File: src/rtl/rf_pkg.sv
// Shared types for the register-file write-back queue.
package rf_pkg;

    localparam int RF_N    = 32;
    localparam int RF_ADDR = 5;

    typedef struct packed {
        logic [RF_ADDR-1:0] addr;
        logic [RF_N-1:0]    data;
    } wb_entry_t;

endpackage

File: src/rtl/rf_writeback_queue_if.sv
// Producer/consumer bundle of the write-back queue; forwarding signals exist only
// when RF_WB_FWD_EN is defined.
interface rf_writeback_queue_if #(
    parameter int N     = 32,
    parameter int ADDR  = 5,
    parameter int DEPTH = 4
) ();

    localparam int CNT_W = $clog2(DEPTH + 1);

    logic            alu_valid_i;
    logic            alu_ready_o;
    logic [ADDR-1:0] alu_addr_i;
    logic [N-1:0]    alu_data_i;
    logic            mem_valid_i;
    logic            mem_ready_o;
    logic [ADDR-1:0] mem_addr_i;
    logic [N-1:0]    mem_data_i;
    logic            wr_en_o;
    logic [ADDR-1:0] wr_addr_o;
    logic [N-1:0]    wr_data_o;
    logic [CNT_W-1:0] pending_o;
`ifdef RF_WB_FWD_EN
    logic [ADDR-1:0] fwd_addr_i;
    logic            fwd_hit_o;
    logic [N-1:0]    fwd_data_o;

    modport master (
        output alu_valid_i, alu_addr_i, alu_data_i,
        output mem_valid_i, mem_addr_i, mem_data_i,
        output fwd_addr_i,
        input  alu_ready_o, mem_ready_o,
        input  wr_en_o, wr_addr_o, wr_data_o, pending_o,
        input  fwd_hit_o, fwd_data_o
    );

    modport slave (
        input  alu_valid_i, alu_addr_i, alu_data_i,
        input  mem_valid_i, mem_addr_i, mem_data_i,
        input  fwd_addr_i,
        output alu_ready_o, mem_ready_o,
        output wr_en_o, wr_addr_o, wr_data_o, pending_o,
        output fwd_hit_o, fwd_data_o
    );
`else
    modport master (
        output alu_valid_i, alu_addr_i, alu_data_i,
        output mem_valid_i, mem_addr_i, mem_data_i,
        input  alu_ready_o, mem_ready_o,
        input  wr_en_o, wr_addr_o, wr_data_o, pending_o
    );

    modport slave (
        input  alu_valid_i, alu_addr_i, alu_data_i,
        input  mem_valid_i, mem_addr_i, mem_data_i,
        output alu_ready_o, mem_ready_o,
        output wr_en_o, wr_addr_o, wr_data_o, pending_o
    );
`endif

endinterface

File: src/rtl/rf_wb_fifo.sv
// Two-push / one-pop FIFO of write-back entries. With RF_WB_FWD_EN defined it also
// exposes the read pointer and raw storage for the forwarding search.
module rf_wb_fifo
    import rf_pkg::*;
#(
    parameter int  DEPTH = 4,
    localparam int PTR_W = $clog2(DEPTH),
    localparam int CNT_W = $clog2(DEPTH + 1)
) (
    input  logic             clk,
    input  logic             reset,
    input  logic             push0_i,
    input  wb_entry_t        push0_entry_i,
    input  logic             push1_i,
    input  wb_entry_t        push1_entry_i,
    input  logic             pop_i,
    output logic [CNT_W-1:0] count_o,
    output wb_entry_t        head_o
`ifdef RF_WB_FWD_EN
    ,
    output logic [PTR_W-1:0] rd_ptr_o,
    output wb_entry_t        entries_o [DEPTH]
`endif
);

    logic [PTR_W-1:0] wr_ptr_q, wr_ptr_d;
    logic [PTR_W-1:0] rd_ptr_q, rd_ptr_d;
    logic [CNT_W-1:0] count_q, count_d;
    logic [PTR_W-1:0] push1_slot;
    wb_entry_t        mem_q [DEPTH];

    // NOTE: every always_comb output gets a default first so no path can infer a latch.
    always_comb begin
        push1_slot = push0_i ? wr_ptr_q + PTR_W'(1) : wr_ptr_q;
        wr_ptr_d   = wr_ptr_q + PTR_W'(push0_i) + PTR_W'(push1_i);
        rd_ptr_d   = rd_ptr_q + PTR_W'(pop_i);
        count_d    = count_q + CNT_W'(push0_i) + CNT_W'(push1_i) - CNT_W'(pop_i);
    end

    always_ff @(posedge clk) begin
        if (!reset) begin
            wr_ptr_q <= '0;
            rd_ptr_q <= '0;
            count_q  <= '0;
        end else begin
            wr_ptr_q <= wr_ptr_d;
            rd_ptr_q <= rd_ptr_d;
            count_q  <= count_d;
        end
    end

    // NOTE: storage is deliberately not reset; count and pointers alone define which slots are live.
    always_ff @(posedge clk) begin
        if (push0_i) mem_q[wr_ptr_q]   <= push0_entry_i;
        if (push1_i) mem_q[push1_slot] <= push1_entry_i;
    end

    assign count_o = count_q;
    assign head_o  = mem_q[rd_ptr_q];

`ifdef RF_WB_FWD_EN
    assign rd_ptr_o  = rd_ptr_q;
    assign entries_o = mem_q;
`endif

endmodule

File: src/rtl/rf_writeback_queue.sv
// Write-back queue merging ALU and load results ahead of the register file write port.
// Define RF_WB_FWD_EN to add the combinational forwarding search (fwd_* signals).
module rf_writeback_queue
    import rf_pkg::*;
#(
    parameter int N     = RF_N,
    parameter int ADDR  = RF_ADDR,
    parameter int DEPTH = 4
) (
    input logic                 clk,
    input logic                 reset,
    rf_writeback_queue_if.slave bus
);

    localparam int CNT_W = $clog2(DEPTH + 1);
    localparam int PTR_W = $clog2(DEPTH);

    logic [CNT_W-1:0] count;
    logic [CNT_W-1:0] space;
    logic             mem_ready;
    logic             alu_ready;
    logic             mem_push;
    logic             alu_push;
    logic             pop;
    wb_entry_t        head;
    wb_entry_t        mem_entry;
    wb_entry_t        alu_entry;

    logic             wr_en_q, wr_en_d;
    logic [ADDR-1:0]  wr_addr_q, wr_addr_d;
    logic [N-1:0]     wr_data_q, wr_data_d;

    // Readiness ignores the pop happening in the same cycle, so a full queue stalls
    // both producers even though one slot is about to free up.
    always_comb begin
        space     = CNT_W'(DEPTH) - count;
        mem_ready = reset && (space >= CNT_W'(1));
        alu_ready = reset && ((space >= CNT_W'(2)) ||
                              ((space == CNT_W'(1)) && !bus.mem_valid_i));
    end

    // R0 is hardwired zero: the handshake completes but the entry is dropped.
    assign mem_push  = bus.mem_valid_i && mem_ready && (bus.mem_addr_i != '0);
    assign alu_push  = bus.alu_valid_i && alu_ready && (bus.alu_addr_i != '0);
    assign pop       = (count != '0);
    assign mem_entry = '{addr: bus.mem_addr_i, data: bus.mem_data_i};
    assign alu_entry = '{addr: bus.alu_addr_i, data: bus.alu_data_i};

`ifdef RF_WB_FWD_EN
    logic [PTR_W-1:0] rd_ptr;
    wb_entry_t        entries [DEPTH];
`endif

    rf_wb_fifo #(
        .DEPTH(DEPTH)
    ) u_fifo (
        .clk          (clk),
        .reset        (reset),
        .push0_i      (mem_push),
        .push0_entry_i(mem_entry),
        .push1_i      (alu_push),
        .push1_entry_i(alu_entry),
        .pop_i        (pop),
        .count_o      (count),
        .head_o       (head)
`ifdef RF_WB_FWD_EN
        ,
        .rd_ptr_o     (rd_ptr),
        .entries_o    (entries)
`endif
    );

    always_comb begin
        wr_en_d   = 1'b0;
        wr_addr_d = wr_addr_q;
        wr_data_d = wr_data_q;
        if (pop) begin
            wr_en_d   = 1'b1;
            wr_addr_d = head.addr;
            wr_data_d = head.data;
        end
    end

    always_ff @(posedge clk) begin
        if (!reset) begin
            wr_en_q   <= 1'b0;
            wr_addr_q <= '0;
            wr_data_q <= '0;
        end else begin
            wr_en_q   <= wr_en_d;
            wr_addr_q <= wr_addr_d;
            wr_data_q <= wr_data_d;
        end
    end

    assign bus.mem_ready_o = mem_ready;
    assign bus.alu_ready_o = alu_ready;
    assign bus.wr_en_o     = wr_en_q;
    assign bus.wr_addr_o   = wr_addr_q;
    assign bus.wr_data_o   = wr_data_q;
    assign bus.pending_o   = count;

`ifdef RF_WB_FWD_EN
    logic             fwd_hit;
    logic [N-1:0]     fwd_data;
    logic [PTR_W-1:0] idx;

    // Scan oldest to newest so the last match overwrites earlier ones; the
    // output stage register is older than anything still in the queue.
    always_comb begin
        fwd_hit  = 1'b0;
        fwd_data = '0;
        idx      = '0;
        if (bus.fwd_addr_i != '0) begin
            if (wr_en_q && (wr_addr_q == bus.fwd_addr_i)) begin
                fwd_hit  = 1'b1;
                fwd_data = wr_data_q;
            end
            for (int i = 0; i < DEPTH; i++) begin
                idx = rd_ptr + PTR_W'(i);
                if ((CNT_W'(i) < count) && (entries[idx].addr == bus.fwd_addr_i)) begin
                    fwd_hit  = 1'b1;
                    fwd_data = entries[idx].data;
                end
            end
        end
    end

    assign bus.fwd_hit_o  = fwd_hit;
    assign bus.fwd_data_o = fwd_data;
`endif

endmodule
File: src/flat_wrapper.sv
// flat-port wrapper written by rule: the top's interface ports become plain ports
module rf_writeback_queue_flat import rf_pkg::*;
#(
    parameter int N     = RF_N,
    parameter int ADDR  = RF_ADDR,
    parameter int DEPTH = 4
)
  (clk, reset, bus_alu_valid_i, bus_alu_addr_i, bus_alu_data_i, bus_mem_valid_i, bus_mem_addr_i, bus_mem_data_i, bus_alu_ready_o, bus_mem_ready_o, bus_wr_en_o, bus_wr_addr_o, bus_wr_data_o, bus_pending_o);
  rf_writeback_queue_if #(.N(N), .ADDR(ADDR), .DEPTH(DEPTH)) bus_i ();
  input logic clk;
  input logic reset;
  input wire logic [$bits(bus_i.alu_valid_i)-1:0] bus_alu_valid_i;
  input wire logic [$bits(bus_i.alu_addr_i)-1:0] bus_alu_addr_i;
  input wire logic [$bits(bus_i.alu_data_i)-1:0] bus_alu_data_i;
  input wire logic [$bits(bus_i.mem_valid_i)-1:0] bus_mem_valid_i;
  input wire logic [$bits(bus_i.mem_addr_i)-1:0] bus_mem_addr_i;
  input wire logic [$bits(bus_i.mem_data_i)-1:0] bus_mem_data_i;
  output wire logic [$bits(bus_i.alu_ready_o)-1:0] bus_alu_ready_o;
  output wire logic [$bits(bus_i.mem_ready_o)-1:0] bus_mem_ready_o;
  output wire logic [$bits(bus_i.wr_en_o)-1:0] bus_wr_en_o;
  output wire logic [$bits(bus_i.wr_addr_o)-1:0] bus_wr_addr_o;
  output wire logic [$bits(bus_i.wr_data_o)-1:0] bus_wr_data_o;
  output wire logic [$bits(bus_i.pending_o)-1:0] bus_pending_o;
  assign bus_i.alu_valid_i = bus_alu_valid_i;
  assign bus_i.alu_addr_i = bus_alu_addr_i;
  assign bus_i.alu_data_i = bus_alu_data_i;
  assign bus_i.mem_valid_i = bus_mem_valid_i;
  assign bus_i.mem_addr_i = bus_mem_addr_i;
  assign bus_i.mem_data_i = bus_mem_data_i;
  assign bus_alu_ready_o = bus_i.alu_ready_o;
  assign bus_mem_ready_o = bus_i.mem_ready_o;
  assign bus_wr_en_o = bus_i.wr_en_o;
  assign bus_wr_addr_o = bus_i.wr_addr_o;
  assign bus_wr_data_o = bus_i.wr_data_o;
  assign bus_pending_o = bus_i.pending_o;
  rf_writeback_queue #(.N(N), .ADDR(ADDR), .DEPTH(DEPTH)) u_core (.clk(clk), .reset(reset), .bus(bus_i));
endmodule
File: config.mk
export PLATFORM = sky130hd
export DESIGN_NAME = rf_writeback_queue_flat
export DESIGN_NICKNAME = d
export VERILOG_FILES = /design/src/rtl/rf_pkg.sv /design/src/rtl/rf_writeback_queue_if.sv /design/src/rtl/rf_wb_fifo.sv /design/src/rtl/rf_writeback_queue.sv /design/src/flat_wrapper.sv
export SDC_FILE = /design/constraint.sdc
export NUM_CORES = 1
export LEC_CHECK = 0
export BUFFER_PORTS_ARGS = -buffer_cell sky130_fd_sc_hd__buf_2
export CAP_MARGIN = 10
export CORE_MARGIN = 2
export CORE_UTILIZATION = 35
export CTS_BUF_LIST = sky130_fd_sc_hd__clkbuf_4 sky130_fd_sc_hd__clkbuf_8
export CTS_CLUSTER_SIZE = 8
export DETAILED_ROUTE_END_ITERATION = 6
export PLACE_DENSITY_LB_ADDON = 0.25
export SYNTH_ARGS = -nofsm -noshare
export SYNTH_HDL_FRONTEND = slang
export SYNTH_SLANG_ARGS = --single-unit
File: constraint.sdc
create_clock -name clk -period 5.7 [get_ports clk]
set_input_delay 0.285 -clock clk [delete_from_list [all_inputs] [get_ports clk]]
set_output_delay 0.285 -clock clk [all_outputs]
set_load 0.02 [all_outputs]
==> metrics, run 1 <==
period utilization 72.11%; Global Route Usage Sum roughly 23%; DRC viols 0; Mapped Cells approximately 1900; worst path cell trace inv_1 -> ha_1 -> ha_2 -> or4b_1 -> o211ai_4 -> buf_4 -> nand2_1 -> o22ai_4 -> buf_4; Leakage around 5.6 nW; die footprint about 47000 um^2; EDFF count, synth 148; clock slew at reported path FFs around 0.1 ns; total negative slack 0 ns; total congestion overflow 0; post-synthesis async set-or-reset flop share 0%; synth top area cells edfxtp_1 (28%), nand2_1 (15%), or4_1 (14%), mux2_2 (10%), nand4_1 (5.9%); Yosys cell types 37; 1st-iter DRT viols between 1000 and 1500; Hold Fails Final Rpt 0; initial antenna violation count 7; r2r setup slk about 1.6 ns; Worst path most repeated cell buf_4; net count after synthesis 2006; startpoint types register; R2R Path Start u_core.u_fifo.count_o[0]; status finished with violations; yosys warns 0; maximum buffer depth of the clock tree 2; Nets 1890; HP Class in -> reg; WP data required 5.89 ns; max-cap violations 0; Final Setup Violations 0; end of the worst register-to-register path u_core.u_fifo.mem_q[0][22]; drt wl/cell approximately 23 um; core area ~44000 um^2; Num CTS Buffers 17; Max rail drop VDD just under 0.0005 V; site row count 77; count leader, synth nand2_1; CTS root buf clkbuf_8; Synth Register Bits 193; DIE HEIGHT 215.9 um; mean number of vias per cell 5.999; H-tree Lvls 4; post-synthesis sequential area ratio roughly a third; DIE WIDTH approximately 220 um; RSZ-0062 raised after global routing no; Yosys top cell by area edfxtp_1; # IOs roughly 120; CP peak stage delay just under 0.7 ns; synthesized area roughly 16000 um^2; Critical path origin u_core.u_fifo.count_o[0]; Max-Slew Margin vs Limit -0.9006%; Buffers on Ports 120; share of cells above drive strength 1 about a fifth; ys flop type edfxtp_1; CTS tree done; cts hold-fix bufs 0; final RePlAce weighted congestion 0.7719; Synth top cells by count nand2_1 (620), or4_1 (297), clkbuf_1 (183); Pre-Repair DR Iteration Count 5; worst setup path end u_core.u_fifo.mem_q[0][22]; fin. max-slew vios 34; Area Growth Syn to Fin 6.244%; min Tclk post-route between 4 and 5 ns; WP data arrival roughly 4.3 ns; clk_skew 0.02043 ns; first-pass GRT wire length between 80 and 90 mm; Final ANT Viol Nets 0; Mean Syn Cell Area 8.204 um^2; CTS sink cnt 193; CP endpoint kind register; Worst Tran Pin Value ~1.5 ns; initial core utilization 35.53%; DR vias ~14000; f_max 243.3 MHz; Tot Pwr roughly 8.0 mW; failing checks max-slew violations; Post-CTS Resized 0; Crit Path Category reg -> reg; WL final around 54 mm; Reg2Reg Depth 9; share of the synthesized area in the top cell type about 28%; worst-path fanout max between 60 and 70; pwr dens 481.2 nW/um^2; Worst-Skew Late Latency around 0.52 ns; largest net degree at the start of global routing 334; vias in the first global route about 13000; hpwl dp ~28 mm; Post-CTS Setup Repair Bufs 0; slowest CP cell buf_4
==> state kept, by name, indices dropped and copies added, names as in the netlist <==
signal and flops:
u_core.u_fifo.rd_ptr_q 2, u_core.u_fifo.mem_q 148, u_core.u_fifo.count_o 3, u_core.bus.wr_en_o 1
u_core.bus.wr_data_o 32, u_core.bus.wr_addr_o 5, u_core.u_fifo.wr_ptr_q 2
==> how the worst min path moves through the flow <==
stage,from,to,slack [ns],depth (start not counted)
final,bus_mem_addr_i[0],u_core.u_fifo.mem_q[2][32],0.25,3
after global routing,bus_mem_addr_i[0],u_core.u_fifo.mem_q[2][32],0.25,3
after CTS,bus_mem_addr_i[0],u_core.u_fifo.mem_q[0][32],0.20,3
after detailed placement,u_core.bus.wr_addr_o[3],u_core.bus.wr_addr_o[3],0.47,2
after global placement,u_core.bus.wr_addr_o[3],u_core.bus.wr_addr_o[3],0.46,2
after floorplan,bus_mem_addr_i[0],u_core.u_fifo.mem_q[0][32],0.52,2
==> cell usage in the layout, fill, tap and decap left out, drive strengths merged, types with 2 or more instances in the layout <==
master	count
a31oi	12
or2	2
mux4	37
a21boi	37
fa	3
mux2	140
or4	298
nor2b	7
nor2	2
nand3	38
clkinvlp	3
o21ai	38
nand2b	5
diode	5
bufinv	2
ha	10
o22ai	4
edfxtp	148
buf	147
clkinv	5
nand4	148
xor2	2
nor4	8
and2	9
nand2	620
inv	13
dfxtp	45
xnor2	2
clkbuf	22
==> stage by stage <==
step / setup slack, ns / hold slack (ns) / cells / area (um^2) / util, %
2_1_floorplan: 1.018 / 0.5204 / 1915 / 15710 / -
3_3_place_gp: 1.693 / 0.4594 / 2371 / 16280 / 36.81
3_5_place_dp: 1.621 / 0.4651 / 2371 / 16280 / 36.81
4_1_cts: 1.612 / 0.2003 / 2403 / 16670 / 37.70
5_1_grt: 1.371 / 0.2484 / 2407 / 16690 / 37.73
6_report: 1.590 / 0.2456 / 2409 / 16690 / 37.74
==> area by class of cell <==
type	instances	area, um^2
clock buffer	21	264.0
tap	592	740.7
sequential	193	5353
clock inverter	11	133.9
multi-input combinational	1427	9283
inverter	12	46.29
timing repair buffer	148	858.3
antenna	5	12.51
fill	4438	27530
==> metal layers <==
metal	global-route usage [%]	share of wire [%]	vias to the layer above
li1	-	-	6772
met4	8.897	2.6	4
met3	3.580	6.7	104
met5	0	0.042	-
met1	28.80	41	7010
met2	39.35	50	561
==> kinds of logic after synthesis <==
family / Yosys count / share of synthesized area (%)
simple gates: 1139 / 37.58
xor+xnor: 4 / 0.2230
flops: 193 / 34.02
compound gates: 94 / 3.871
fa+ha+maj: 13 / 1.179
mux: 177 / 15.34
buf+inv: 295 / 7.781
==> critical path: cells and delay by family, from the launching register on <==
| family | cells | cell delay [ns] |
|---|---|---|
| simple gates | 2 | 0.70 |
| compound gates | 2 | 0.83 |
| flops | 1 | 0.46 |
| fa+ha+maj | 2 | 0.54 |
| buf+inv | 3 | 1.20 |
==> power breakdown <==
group | internal [mW] | switching, mW
logic | 1.55 | 3.26
registers | 2.02 | 0.239
clock network | 0.414 | 0.558
Note: power is estimated with default switching activity, not from simulation.
==> run 2, diff against run 1 <==
- clock period: 5.7 -> 3.5 ns (I/O delays scaled with it)
==> run 2 against run 1 <==
  * The run now ends clean
  * Global-route usage rose by 0.67 points
  * Non-clock buffer count rose by 26
  * Maximum frequency rose by 29%
  * Register-to-register slack got worse by 1.3 ns
  * Clock-buffer cell count fell by 3
  * Via count rose by 2.0%
  * Largest cell class unchanged
==> metrics, run 2 (same netlist as run 1, synthesis figures left out) <==
GR Util met3 3.932% (+0.35 points); DIE WIDTH 215.9 um (unchanged); share of cells above drive strength 1 22.58% (+1.2 points); hpwl dp 30.74 mm (+10%); WL final 55.30 mm (+1.8%); Psw 6.714 mW (+66%); vias in the first global route 13913 (+3.6%); DR vias 14746 (+2.0%); startpoint types register; critical path depth in cells 9 (unchanged); Max rail drop VDD 0.0005595 V (+14%); Power Internal 6.811 mW (+71%); Buffers on Ports 120 (unchanged); Hold Fails Final Rpt 0 (unchanged); maximum buffer depth of the clock tree 2 (unchanged); WP data arrival 3.57 ns (-0.73 ns); WP data required 3.89 ns (-2.00 ns); largest net degree at the start of global routing 199 (-40%); max-cap violations 0 (unchanged); total congestion overflow 0 (unchanged); Comb pwr share 60.2% (+0.4 points); Worst-Skew Late Latency 0.53 ns (about the same); CTS root buf clkbuf_8; cts hold-fix bufs 0 (unchanged); Max-Slew Margin vs Limit 24.88% (+26 points); Area Growth Syn to Fin 8.952%; Critical path origin u_core.u_fifo.count_o[0]; RSZ-0062 raised after global routing no; initial antenna violation count 11 (+4); initial core utilization 35.53% (unchanged); CTS sink cnt 193 (unchanged); Buf/Inv on CP 3 (unchanged); Largest register FFs 148 (unchanged); sequential power share 27.7% (-0.4 points); CP peak stage delay 0.61 ns (-0.08 ns); clk_skew 0.02255 ns (+0.002124 ns); Pre-Repair DR Iteration Count 6 (+1); CP endpoint kind register; worst path cell trace inv_1 -> ha_1 -> ha_2 -> or4b_1 -> o211ai_4 -> clkinv_2 -> buf_12 -> or4_1 -> nand4_1; first-pass GRT wire length 84.46 mm (+2.9%); drt wl/cell 22.71 um (+0.76%); slowest CP cell or4_1; Leakage 5.793 nW (+3.8%); end of the worst register-to-register path u_core.u_fifo.mem_q[0][14]; die footprint 46600 um^2 (unchanged); Top reg by flops u_core.u_fifo.mem_q; R2R Path Start u_core.u_fifo.count_o[0]; worst-path fanout max 148 (+130%); core area 44220 um^2 (unchanged); # IOs 121 (unchanged); Post-CTS Resized 0 (unchanged); status finished, final reports clean; Crit Path Category reg -> reg; Final Setup Violations 0 (unchanged); met1 usage 30.27% (+1.5 points); total negative slack 0 ns (unchanged); site row count 77 (unchanged); Worst Tran Pin Value 1.127 ns (-0.3867 ns); most common cell after layout, fill and taps aside nand2_1; met2 usage 38.95% (-0.40 points); hold slack 0.1205 ns (-0.1251 ns); grt peak-use layer met2; Global Route Usage Sum 23.57% (+0.67 points); Post-CTS Setup Repair Bufs 0 (unchanged); f_max 314.4 MHz (+29%); fin. max-slew vios 0 (-100%); delay-heaviest family, CP simple AND/OR/NAND/NOR gates; DIE HEIGHT 215.9 um (unchanged); period utilization 90.88% (+19 points); Final ANT Viol Nets 0 (unchanged); CTS tree done; min Tclk post-route 3.181 ns (-0.9296 ns); Reg2Reg Depth 9 (unchanged); Nets 1916 (+1.4%); DRC viols 0 (unchanged); mean number of vias per cell 6.056 (+0.95%); Clk pwr share 12.2% (about the same); Num CTS Buffers 17 (unchanged); commonest cells after routing, fill and taps aside nand2_1 (617), or4_1 (297), nand4_1 (148), edfxtp_1 (148), mux2_2 (140); Sw Share 49.64% (-0.83 points); clock slew at reported path FFs 0.11 ns (about the same); r2r setup slk 0.32 ns (-1.27 ns); worst setup path end u_core.u_fifo.mem_q[0][14]; final RePlAce weighted congestion 0.7850 (+1.7%); HP Class in -> reg; 1st-iter DRT viols 1430 (+16%); H-tree Lvls 4 (unchanged); pwr dens 790.2 nW/um^2 (+64%)
==> run 2: layout make-up <==
class	count	area, um^2
fillers	4466	27100
inverters	12	46.29
multi-input cells	1427	9285
flip-flops and latches	193	5358
clock buffers	18	241.5
well taps	592	740.7
clock inverters	14	163.9
diodes	5	12.51
repair buffers	174	1269
==> run 2: per-stage QoR <==
| step | utilization (%) | worst slack, ns | total power, mW | instances | instance area, um^2 |
|---|---|---|---|---|---|
| 6_report | 38.71 | 0.3193 | 13.53 | 2435 | 17120 |
| 5_1_grt | 38.70 | 0.1812 | 14.38 | 2434 | 17110 |
| 4_1_cts | 38.68 | 0.3553 | 13.55 | 2430 | 17100 |
| 3_5_place_dp | 37.76 | 0.3530 | 11.92 | 2398 | 16700 |
| 3_3_place_gp | 37.76 | 0.3689 | 11.78 | 2398 | 16700 |
| 2_1_floorplan | - | 0.01935 | 8.934 | 1915 | 15790 |
==> run 2: how the worst min path moves through the flow <==
stage	slack, ns	to	cells past startpoint	start
2_1_floorplan	0.41	u_core.u_fifo.mem_q[0][32]	2	bus_mem_addr_i[0]
3_3_place_gp	0.46	u_core.bus.wr_data_o[26]	2	u_core.bus.wr_data_o[26]
3_5_place_dp	0.46	u_core.bus.wr_addr_o[3]	2	u_core.bus.wr_addr_o[3]
4_1_cts	0.08	u_core.u_fifo.mem_q[1][32]	3	bus_mem_addr_i[0]
5_1_grt	0.12	u_core.u_fifo.mem_q[1][32]	3	bus_mem_addr_i[0]
6_report	0.12	u_core.u_fifo.mem_q[1][32]	3	bus_mem_addr_i[0]
==> run 2: power groups by stage <==
stage	registers (mW)	clock network [mW]	logic (mW)
6_report	3.74	1.64	8.14
5_1_grt	3.81	1.76	8.81
4_1_cts	3.75	1.68	8.13
3_5_place_dp	3.80	0	8.12
3_3_place_gp	3.79	0	7.99
2_1_floorplan	3.79	0	5.15
==> run 2: metal layers <==
metal	part of all wire, %	wire, um
met5	0.10	58
met1	41	22580
met3	7.1	3912
met4	3.5	1911
met2	49	26830
==> run 2: tightest hold or removal path: cells and delay by family <==
family / cells / cell delay [ns]
AOI/OAI and AO/OA: 1 / 0.10
buffers and inverters: 1 / 0.17
and+or+nand+nor: 1 / 0.09
==> run 3, diff against run 2 <==
- clock period: 3.5 -> 3.25 ns (I/O delays scaled with it)
==> run 3 against run 2 <==
  * Non-clock buffer count is 17 higher
  * Combinational power increased by 13%
  * Die area did not move
  * Wire length grew 0.15%
  * Clock skew decreased by 0.0011 ns
  * Register-to-register slack lost 0.09 ns
  * Global-route usage increased by 0.47 points
  * Critical path type unchanged
  * First-iteration DRC count is 18% lower
  * Sequential cell count unchanged
  * Setup slack worse by 0.088 ns
  * Final cell count increased by 0.57%
==> metrics, run 3 (same netlist as run 1, synthesis figures left out) <==
CP endpoint kind register; die footprint 46600 um^2 (unchanged); Hold EP u_core.u_fifo.mem_q[0][32]; DR vias 14933 (+1.3%); Crit Path Category reg -> reg; Largest register FFs 148 (unchanged); site row count 77 (unchanged); Area after DPL 16840 um^2 (+0.85%); WL final 55.38 mm (+0.15%); Global Route Usage Sum 24.04% (+0.47 points); startpoint types register; Reg2Reg Depth 9 (unchanged); CTS tree done; largest net degree at the start of global routing 199 (unchanged); total congestion overflow 0 (unchanged); Hold Fails Final Rpt 0 (unchanged); initial core utilization 35.53% (unchanged); vias in the first global route 14045 (+0.95%); DIE HEIGHT 215.9 um (unchanged); Buffers on Ports 120 (unchanged); Final ANT Viol Nets 0 (unchanged); end of the worst register-to-register path u_core.u_fifo.mem_q[3][20]; 1st-iter DRT viols 1179 (-18%); Power Internal 7.568 mW (+11%); WP data arrival 3.30 ns (-0.27 ns); fin. max-slew vios 0 (unchanged); HP Class in -> reg; final RePlAce weighted congestion 0.8207 (+4.5%); total negative slack 0 ns (unchanged); Worst Tran Pin Value 0.7690 ns (-0.3577 ns); DRC viols 0 (unchanged); Comb pwr share 61.6% (+1.4 points); Final Setup Violations 0 (unchanged); fin cells 2449 (+0.57%); r2r setup slk 0.23 ns (-0.09 ns); min Tclk post-route 3.019 ns (-0.1617 ns); Worst-Skew Late Latency 0.59 ns (+0.06 ns); hpwl dp 32.32 mm (+5.1%); drt wl/cell 22.61 um (-0.42%); CTS sink cnt 193 (unchanged); mean number of vias per cell 6.098 (+0.69%); Post-CTS Resized 0 (unchanged); sequential power share 25.7% (-2.0 points); Num CTS Buffers 17 (unchanged); Pre-Repair DR Iteration Count 7 (+1); worst-path fanout max 72 (-51%); cts hold-fix bufs 2 (+2); Max rail drop VDD 0.0006283 V (+12%); share of cells above drive strength 1 23.13% (+0.55 points); WP data required 3.53 ns (-0.36 ns); f_max 331.2 MHz (+5.4%); CTS root buf clkbuf_8; H-tree Lvls 4 (unchanged); Fill cells 4438 (-0.63%); # IOs 121 (unchanged); worst hold start bus_mem_addr_i[0]; Post-CTS Setup Repair Bufs 0 (unchanged); period utilization 92.89% (+2.0 points); final instance area 17300 um^2 (+1.1%); maximum buffer depth of the clock tree 2 (unchanged); crit path setup slack, layout 0.2309 ns (-0.08831 ns); Psw 7.315 mW (+9.0%); Leakage 5.884 nW (+1.6%); R2R Path Start u_core.u_fifo.count_o[0]; clk_skew 0.02143 ns (-0.001125 ns); commonest cells after routing, fill and taps aside nand2_1 (618), or4_1 (297), nand4_1 (148), edfxtp_1 (148), mux2_2 (140); Clk pwr share 12.7% (+0.5 points); Area Growth Syn to Fin 10.15%; max-cap violations 0 (unchanged); hold depth 3 (unchanged); status finished, final reports clean; clock slew at reported path FFs 0.10 ns (about the same); Max-Slew Margin vs Limit 48.73% (+24 points); Sw Share 49.15% (-0.49 points); DIE WIDTH 215.9 um (unchanged); Post-Place Setup Slack 0.2728 ns (-0.08012 ns); RSZ-0062 raised after global routing no; core area 44220 um^2 (unchanged); most common cell after layout, fill and taps aside nand2_1; pwr dens 860.0 nW/um^2 (+8.8%); placed insts 2413 (+0.63%); initial antenna violation count 3 (-8); Nets 1933 (+0.89%); first-pass GRT wire length 85.81 mm (+1.6%); Top reg by flops u_core.u_fifo.mem_q
-- run 3: layout make-up --
class                   count  area (um^2)  share of cell area (%)
clock inverters            13        182.7                   1.056
well taps                 592        740.7                   4.281
repair buffers            191         1426                   8.243
diodes                      2        5.005                 0.02892
clock buffers              19        255.2                   1.475
multi-input cells        1427         9291                   53.69
inverters                  12        45.04                  0.2603
flip-flops and latches    193         5358                   30.96
-- run 3: worst max path at each step --
stage	startpoint	to	cells after the start
2_1_floorplan	u_core.u_fifo.count_o[0]	u_core.u_fifo.mem_q[3][0]	10
3_3_place_gp	u_core.u_fifo.count_o[0]	u_core.u_fifo.mem_q[3][20]	9
3_5_place_dp	u_core.u_fifo.count_o[0]	u_core.u_fifo.mem_q[1][12]	9
4_1_cts	u_core.u_fifo.count_o[0]	u_core.u_fifo.mem_q[3][20]	9
5_1_grt	u_core.u_fifo.count_o[1]	u_core.u_fifo.mem_q[1][12]	9
6_report	u_core.u_fifo.count_o[0]	u_core.u_fifo.mem_q[3][20]	9
-- run 3: critical path: stages, from the launching register on --
cell,delay (ns)
dfxtp_4,0.39
inv_1,0.07
ha_1,0.20
ha_2,0.33
or4b_4,0.48
o211ai_4,0.14
buf_12,0.36
nand3_1,0.18
o22ai_4,0.28
buf_12,0.24
-- run 3: power groups by stage --
stage,Clock (mW),Combinational (mW),Sequential [mW]
after global routing,2.00,9.95,3.89
after detailed placement,0,9.14,3.89
after CTS,1.93,9.16,3.84
after floorplan,0,5.57,4.08
after global placement,0,9.03,3.88
final,1.88,9.17,3.83
-- run 3: routing by layer --
metal | track usage, % | vias to the layer above | routed length [um]
li1 | - | 6875 | -
met1 | 31.94 | 7361 | 23450
met2 | 39.40 | 588 | 26740
met3 | 3.665 | 105 | 3753
met4 | 9.218 | 4 | 1411
met5 | 0 | - | 30
-- run 3: stage by stage --
step | hold slack (ns) | util (%) | total power [mW]
after floorplan | 0.3979 | - | 9.653
after global placement | 0.4563 | 38.08 | 12.91
after detailed placement | 0.4546 | 38.08 | 13.04
after CTS | 0.01470 | 39.12 | 14.93
after global routing | 0.06679 | 39.12 | 15.84
final | 0.06110 | 39.13 | 14.88
